### src/rtl/fetch_unit.sv
// RV64I fetch stage: owns the PC, drives the instruction bus, and hands a
// registered {raw_instr, pc, valid} bundle to decode.
package fetch_pkg;
    typedef struct packed {
        logic [31:0] raw_instr;
        logic [63:0] pc;
        logic        valid;
    } fetch_data_t;
endpackage

module fetch_unit
    import fetch_pkg::*;
#(
    parameter logic [63:0] PCINIT = 64'h0000_0000_8000_0000
) (
    input  logic        clk,
    input  logic        reset,
    output logic        ireq_valid,
    output logic [63:0] ireq_addr,
    input  logic        iresp_addr_ok,
    input  logic        iresp_data_ok,
    input  logic [31:0] iresp_data,
    input  logic        stallF,
    input  logic        redirect_valid,
    input  logic [63:0] redirect_pc,
    output fetch_data_t dataF
);

    typedef enum logic [1:0] {
        REQ,
        WAIT,
        FULL
    } state_t;

    state_t      state_q, state_d;
    logic [63:0] pc_q, pc_d;
    logic        kill_q, kill_d;
    logic [63:0] kill_pc_q, kill_pc_d;
    fetch_data_t out_q, out_d;

    logic        req;
    logic        arrive;
    logic [63:0] target;

    assign target = {redirect_pc[63:2], 2'b00};

    always_comb begin
        state_d   = state_q;
        pc_d      = pc_q;
        kill_d    = kill_q;
        kill_pc_d = kill_pc_q;
        out_d     = out_q;
        req       = 1'b0;
        arrive    = 1'b0;

        unique case (state_q)
            REQ: begin
                req    = 1'b1;
                arrive = iresp_addr_ok & iresp_data_ok;
                if (iresp_addr_ok && !iresp_data_ok)
                    state_d = WAIT;
            end
            WAIT: begin
                arrive = iresp_data_ok;
            end
            FULL: begin
                if (redirect_valid) begin
                    out_d.valid = 1'b0;
                    pc_d        = target;
                    state_d     = REQ;
                end else if (!stallF) begin
                    out_d.valid = 1'b0;
                    state_d     = REQ;
                end
            end
            default: state_d = REQ;
        endcase

        // A redirect seen before the data returns poisons the in-flight fetch
        if (arrive) begin
            if (kill_q || redirect_valid) begin
                pc_d    = redirect_valid ? target : kill_pc_q;
                kill_d  = 1'b0;
                state_d = REQ;
            end else begin
                out_d   = '{raw_instr: iresp_data, pc: pc_q, valid: 1'b1};
                pc_d    = pc_q + 64'd4;
                state_d = FULL;
            end
        end else if (state_q != FULL && redirect_valid) begin
            kill_d    = 1'b1;
            kill_pc_d = target;
        end
    end

    always_ff @(posedge clk or posedge reset) begin
        if (reset) begin
            state_q   <= REQ;
            pc_q      <= {PCINIT[63:2], 2'b00};
            kill_q    <= 1'b0;
            kill_pc_q <= '0;
            out_q     <= '0;
        end else begin
            state_q   <= state_d;
            pc_q      <= pc_d;
            kill_q    <= kill_d;
            kill_pc_q <= kill_pc_d;
            out_q     <= out_d;
        end
    end

    assign ireq_valid = req & ~reset;
    assign ireq_addr  = {pc_q[63:2], 2'b00};
    assign dataF      = out_q;

endmodule

### config.mk
export PLATFORM = sky130hd
export DESIGN_NAME = fetch_unit
export DESIGN_NICKNAME = d
export VERILOG_FILES = /design/src/rtl/fetch_unit.sv
export SDC_FILE = /design/constraint.sdc
export NUM_CORES = 1
export LEC_CHECK = 0
export BUFFER_PORTS_ARGS = -buffer_cell sky130_fd_sc_hd__buf_2
export CORE_MARGIN = 5
export CORE_UTILIZATION = 25
export DETAILED_ROUTE_END_ITERATION = 8
export PLACE_DENSITY = 0.44
export SLEW_MARGIN = 20
export SYNTH_ARGS = -nofsm -noshare
export SYNTH_HDL_FRONTEND = slang
export SYNTH_SLANG_ARGS = --single-unit
### constraint.sdc
create_clock -name clk -period 7.1 [get_ports clk]
set_clock_uncertainty 0.05 [all_clocks]
set_input_delay 1.065 -clock clk [delete_from_list [all_inputs] [get_ports clk]]
set_output_delay 1.065 -clock clk [all_outputs]
set_load 0.02 [all_outputs]
# Word-level counts from Yosys, hierarchy flattened
# Cells that the tools add are included.
# totals
reg_bits	226
input_bits	102
# classes
addsub	1
n_eq_ne	7
n_mux	21
bitwise_logic	5
n_reduce_logical	13
# op_table
operator	n
$mux W64	5
$add A64 B3 Y64 const B	1
$mux W2	5
$mux W1	9
$reduce_and A2 Y1	4
$pmux W2 S3	1
$reduce_bool A2 Y1	3
$ne A2 B2 Y1 const B	2
$ne A4 B4 Y1 const B	1
$ne A3 B3 Y1 const B	1
$not A1 Y1	3
$reduce_and A3 Y1	1
$and A1 B1 Y1	2
$eq A2 B1 Y1 const B	1
$eq A2 B2 Y1 const B	1
$logic_and A1 B1 Y1	2
$logic_not A2 Y1	1
$ne A2 B1 Y1 const B	1
$pmux W1 S2	1
$logic_not A1 Y1	1
$logic_or A1 B1 Y1	1

# Logic depth before layout (Yosys ltp)
# Gate-level depths: netlist (run 1).
# logic_depth
depth_word	5
ltp_mapped	10
ltp_nobuf	7

# Least setup slack after synthesis (run 1)
# Ideal clock, no wire load.
# synth_path
path_kind	input to register
startpoint	in redirect_valid
endpoint	reg pc_q[14]
setup_ns	0.137
t_arrival_ns	2.650
setup_slack_ns	4.263
stages	7
path_cell_list	inv_1 clkbuf_1 nand3_1 nor2_1 clkbuf_1 clkbuf_1 a21oi_1
# synth_via
elab_chain_cells	3
elab_cells_between_ends	6
classes_between	mux (3); reduce/logical (3)
# synth_rtl
item	line	source
start, declared	24	input logic redirect_valid,
$mux W64 or $logic_or A1 B1 Y1 (tied branches)	82, 81	
$mux W64	81	if (kill_q || redirect_valid) begin
$mux W64	80	if (arrive) begin
end signal, assigned	99	pc_q <= {PCINIT[63:2], 2'b00};
end signal, assigned	105	pc_q <= pc_d;
end, declared	36	logic [63:0] pc_q, pc_d;
# Parallel ways exist; a longest one is shown, timed or not.
# A chain may end at the register's enable or synchronous reset.

# Worst setup path after layout (run 1)
# layout_path
startpoint	in redirect_valid
endpoint	reg pc_q[58]
# The elaborated chain is that of the path after synthesis.

==> flow_metrics.tcl, run 1 <==
set metrics [dict create \
    crit_arrival_ns 3.95 \
    nNetsFinal 1490 \
    cp_slowest_stage_delay_ns 0.89 \
    ys_seq_area_share_pct 52.0 \
    post_drt_wl_per_cell_um 20.2 \
    drc 0 \
    synth.distinct_cells 64 \
    setup_tns_ns 0 \
    max_slew_margin_pct 24.5 \
    r2r_setup_slack_ns 3.66 \
    setup_viol 0 \
    portBuffers 257 \
    cp.required_ns 7.54 \
    worstSetupEndpointType "register" \
    fp.dieW_um 217 \
    synth_cells 1155 \
    h-tree-depth 1 \
    wl_um 39400 \
    grt_pass1_vias 9493 \
    crit_type "in2reg" \
    synth-main-ff-cell "dfrtp_1" \
    synthToLayoutAreaGrowth_pct 26.2 \
    r2r_start "pc_q[3]" \
    gp_congestion 0.789 \
    clock_path_buffers 3 \
    ys_ff_latch 222 \
    p_leak_nw 6.41 \
    clk_pin_slew_ns 0.06 \
    cts_sinks 222 \
    antenna_found_initial 11 \
    ir_drop_mv 0.165 \
    grt.total_usage_pct 16.3 \
    firstDrtPassIters 5 \
    cts_hold_buf 0 \
    start_util_pct 25.3 \
    synthesis.area_um2 10700 \
    cts_tree "yes" \
    ios 264 \
    yosys_warnings 0 \
    layout-drive-gt1-share_pct 28.9 \
    slew_violations 0 \
    final_cells 1948 \
    critPathSlowestCell "nor2_1" \
    core-area_um2 42100 \
    die-area_um2 46900 \
    die_h_um 217 \
    finalHoldViolations 0 \
    crit_chain "buf_2, nor2_1, nand2_4, buf_4, or4_1, nand3_1" \
    dpl.hpwl_um 26800 \
    final_cell_mix "nand2_1 (318), buf_2 (257), dfrtp_1 (221), o21ai_0 (83), mux2_2 (64)" \
    cts_buffers 29 \
    final_common_cell "nand2_1" \
    start_kind "input port" \
    hold_class "in2async" \
    min_period_ns 3.52 \
    grt_max_degree 111 \
    rows 75 \
    grt_pass1_wl_um 60200 \
    synth_edf_count 0 \
    rr_endpoint "pc_q[58]" \
    cts_setup_buffers 0 \
    grt.overflow.total 0 \
    cts_resized 0 \
    final_util_pct 32.0 \
    hold-worst-slack_ns 0.407 \
    status "complete, no violations" \
    async_reset_ff_share_pct 100 \
    crit_path_start "redirect_valid" \
    path_max_fanout 61 \
    vias 9479 \
    ant_nets 0 \
    dp.cells 1895 \
    placed_area_um2 12500 \
    r2r_cells 7 \
    tightestPinTransition_ns 1.13 \
    avgSynthCellArea_um2 9.24 \
    root_buffer "clkbuf_16" \
    fmax_ghz 0.284 \
    powerDensity_nw_per_um2 353 \
    dr.first_iter.drc_count 696 \
    via_per_inst 4.87 \
    max_cap_violations 0 \
    rsz0062_at_grt "false" \
    final_area_um2 13500 \
    clk_latency_ns 0.55 \
    finalCritPeriodShare_pct 49.5 \
]
## synthesized netlist by cell type (all sizes together), types with 4 or more instances
library cell / n / area share [%]
nand2: 319 / 11
dfrtp: 221 / 52
o21ai: 85 / 4.0
mux2: 64 / 6.7
clkbuf: 62 / 2.2
a21oi: 55 / 2.6
nor2: 52 / 1.8
nand3: 43 / 2.0
nand4: 22 / 1.4
inv: 21 / 0.74
o221ai: 21 / 1.7
nor3: 19 / 0.94
nor4: 18 / 1.5
and3: 15 / 0.88
buf: 15 / 0.90
a221o: 9 / 0.84
xor2: 9 / 0.74
a31oi: 8 / 0.47
mux2i: 8 / 0.75
nor2b: 7 / 0.41
o211ai: 7 / 0.49
o2bb2ai: 7 / 0.57
a211o: 5 / 0.41
nand2b: 5 / 0.29
or3: 5 / 0.34
xnor2: 4 / 0.33
## cell families after synthesis
kind of cell    after synthesis  share of synthesized area, %
simple gates                520                          21.9
compound gates              227                          13.5
flops                       222                          52.0
buf+inv                      99                          3.86
mux                          72                          7.50
xor+xnor                     13                          1.07
fa+ha+maj                     1                         0.117
other cells                   1                        0.0351
## per-stage QoR
| stage | power [mW] | worst slack (ns) |
|---|---|---|
| floorplan | 2.75 | 3.09 |
| global placement | 3.35 | 3.06 |
| detailed placement | 3.37 | 2.96 |
| CTS | 4.85 | 3.22 |
| global route | 5.07 | 3.43 |
| finish | 4.76 | 3.58 |
## how the worst max path moves through the flow
stage | to | slack [ns]
after floorplan | dataF[0] | 3.09
after global placement | pc_q[58] | 3.06
after detailed placement | pc_q[58] | 2.96
after CTS | pc_q[58] | 3.22
after global routing | pc_q[58] | 3.43
final | pc_q[58] | 3.58
## worst max-delay path: cells and delay by family
family	cells	cell delay [ns]
simple gates	4	2.17
buf+inv	2	0.68
## state kept, by name (all words and copies together) (netlist names)
signal     count
state_q        2
dataF         95
pc_q          62
kill_pc_q     62
kill_q         1
## power breakdown
group	leakage, nW	switching (mW)	internal (mW)	total (mW)
combinational	3.26	0.908	0.475	1.38
sequential	2.69	0.324	1.62	1.94
clock	0.457	0.571	0.868	1.44
total	6.41	1.80	2.96	4.76
## cell type report
class / count / area (µm²)
inverters: 22 / 86.3
clock inverters: 10 / 103
diodes: 2 / 5.00
well taps: 539 / 674
flip-flops and latches: 222 / 5560
repair buffers: 275 / 1450
multi-input cells: 837 / 4780
fillers: 4476 / 28700
clock buffers: 41 / 821
## routing by layer
metal  up-vias  share of wire, %  GRT usage, %
met2       259                45          25.0
met1      4630                46          23.4
met4        18               1.5          3.41
met5         -              0.28             0
li1       4510                 -             -
met3        62               6.6          3.81
Power figures use the tool's default switching activity.
==> run 2: changes to the inputs <==
--- a/config.mk
+++ b/config.mk
@@ -9,7 +9,7 @@
 export CORE_MARGIN = 5
 export CORE_UTILIZATION = 25
 export DETAILED_ROUTE_END_ITERATION = 8
-export PLACE_DENSITY = 0.44
+export PLACE_DENSITY = 0.43
 export SLEW_MARGIN = 20
 export SYNTH_ARGS = -nofsm -noshare
 export SYNTH_HDL_FRONTEND = slang
==> constraint.sdc (replaced) <==
create_clock -name clk -period 3.25 [get_ports clk]
set_clock_uncertainty 0.05 [all_clocks]
set_input_delay 0.4875 -clock clk [delete_from_list [all_inputs] [get_ports clk]]
set_output_delay 0.4875 -clock clk [all_outputs]
set_load 0.02 [all_outputs]
==> run 2 against run 1 <==
Global-route usage grew 0.097 points. Die area is the same. Register-to-register slack lost 3.4 ns. Final area grew 1.7%. First-iteration DRC count shrank 15%. Setup slack lost 3.3 ns. Hold slack lost 0.38 ns. Critical path depth is the same. Sequential power grew 120%. Total power grew 120%. Critical endpoint is now pc_q[37]. Largest power group unchanged.
==> flow_metrics.tcl, run 2 (same netlist as run 1, synthesis figures left out) <==
set metrics [dict create \
    layout-drive-gt1-share_pct 29.7 \
    rr_endpoint "pc_q[37]" \
    largest_register_ffs 95 \
    synthToLayoutAreaGrowth_pct 28.3 \
    finalCritPeriodShare_pct 90.7 \
    grt.total_usage_pct 16.4 \
    rsz0062_at_grt "false" \
    met3_usage_pct 3.78 \
    wl_um 39500 \
    cts_buffers 29 \
    critPathSlowestCell "or4_1" \
    cts_tree "yes" \
    tightestPinTransition_ns 0.811 \
    cts_setup_buffers 0 \
    drc 0 \
    start_kind "register" \
    start_util_pct 25.3 \
    firstDrtPassIters 4 \
    dpl.hpwl_um 27400 \
    final_common_cell "nand2_1" \
    slew_violations 0 \
    final_cell_mix "nand2_1 (318), buf_2 (257), dfrtp_1 (221), o21ai_0 (83), mux2_2 (64)" \
    via_per_inst 4.83 \
    clock_path_buffers 3 \
    vias 9503 \
    cp_slowest_stage_delay_ns 0.78 \
    cts_resized 0 \
    grt.busiest_layer "met2" \
    grt_pass1_wl_um 60700 \
    final_cells 1966 \
    crit_chain "nand4_2, or4b_1, or4_1, nor4_4, xor2_1, a221o_1" \
    setup_tns_ns 0 \
    path_max_fanout 8 \
    ir_drop_mv 0.379 \
    grt.overflow.total 0 \
    cts_sinks 222 \
    critPathTopFamily "simple AND/OR/NAND/NOR gates" \
    grt_pass1_vias 9547 \
    crit_type "reg2reg" \
    nNetsFinal 1506 \
    ant_nets 0 \
    gp_congestion 0.775 \
    dr.first_iter.drc_count 589 \
    h-tree-depth 1 \
    clk_latency_ns 0.56 \
    antenna_found_initial 16 \
    core-area_um2 42100 \
    crit_arrival_ns 3.33 \
    dp.cells 1911 \
    hold_class "in2async" \
    crit_path_start "pc_q[9]" \
    root_buffer "clkbuf_16" \
    post_drt_wl_per_cell_um 20.1 \
    gr-usage-met1_pct 23.8 \
    fmax_ghz 0.339 \
    setup_viol 0 \
    status "complete, no violations" \
    gr-usage-met2_pct 24.6 \
    powerDensity_nw_per_um2 766 \
    min_period_ns 2.95 \
    die_h_um 217 \
    r2r_start "pc_q[9]" \
    cts_hold_buf 0 \
    path_buf_inv 0 \
    r2r_cells 6 \
    grt_max_degree 102 \
    r2r_setup_slack_ns 0.30 \
    cp.required_ns 3.63 \
    portBuffers 257 \
    finalHoldViolations 0 \
    die-area_um2 46900 \
    worstSetupEndpointType "register" \
    fp.dieW_um 217 \
    max_cap_violations 0 \
    p_leak_nw 6.52 \
    rows 75 \
    clk_pin_slew_ns 0.06 \
    max_slew_margin_pct 45.8 \
    ios 264 \
]
## run 2: cell types whose count changed in the layout (fill, tap and decap cells not counted), sizes merged
cell      before  now
buf          275  291
clkbuf        41   39
clkinv         8    6
diode          2    6
clkinvlp       2    3
inv           20   21
## run 2: metrics by stage
step / hold WS, ns / area [µm²] / utilization [%] / total power, mW / setup WS (ns)
after floorplan: 0.421 / 10700 / - / 6.01 / -0.183
after global placement: 0.402 / 12700 / 30.3 / 7.36 / 0.361
after detailed placement: 0.406 / 12700 / 30.3 / 7.41 / 0.307
after CTS: 0.0349 / 13700 / 32.5 / 10.7 / 0.285
after global routing: 0.0540 / 13700 / 32.5 / 11.1 / 0.174
final: 0.0254 / 13700 / 32.5 / 10.5 / 0.302
## run 2: final cells by class
class	instances	area (µm²)
timing repair buffer	291	1650
clock inverter	10	113
multi-input combinational	837	4780
tap	539	674
inverter	22	86.3
clock buffer	39	823
antenna	6	15.0
fill	4424	28400
sequential	222	5560
## run 2: power by group
group / switching (mW) / internal [mW] / total [mW]
sequential: 0.687 / 3.53 / 4.22
clock: 1.28 / 1.92 / 3.19
combinational: 2.01 / 1.07 / 3.08
## run 2: worst max-delay path by stage
stage                          end  slack (ns)  cells past startpoint
final                     pc_q[37]        0.30                      6
after global routing      pc_q[37]        0.17                      6
after CTS                 pc_q[37]        0.29                      6
after detailed placement  pc_q[37]        0.31                      6
after global placement    pc_q[37]        0.36                      6
after floorplan           dataF[0]       -0.18                      1
## run 2: metal layers
metal / vias up / part of all wire [%] / wire length [µm]
li1: 4547 / - / -
met1: 4643 / 47 / 18800
met2: 238 / 44 / 17500
met3: 57 / 6.2 / 2440
met4: 18 / 1.8 / 718
met5: - / 0.26 / 101
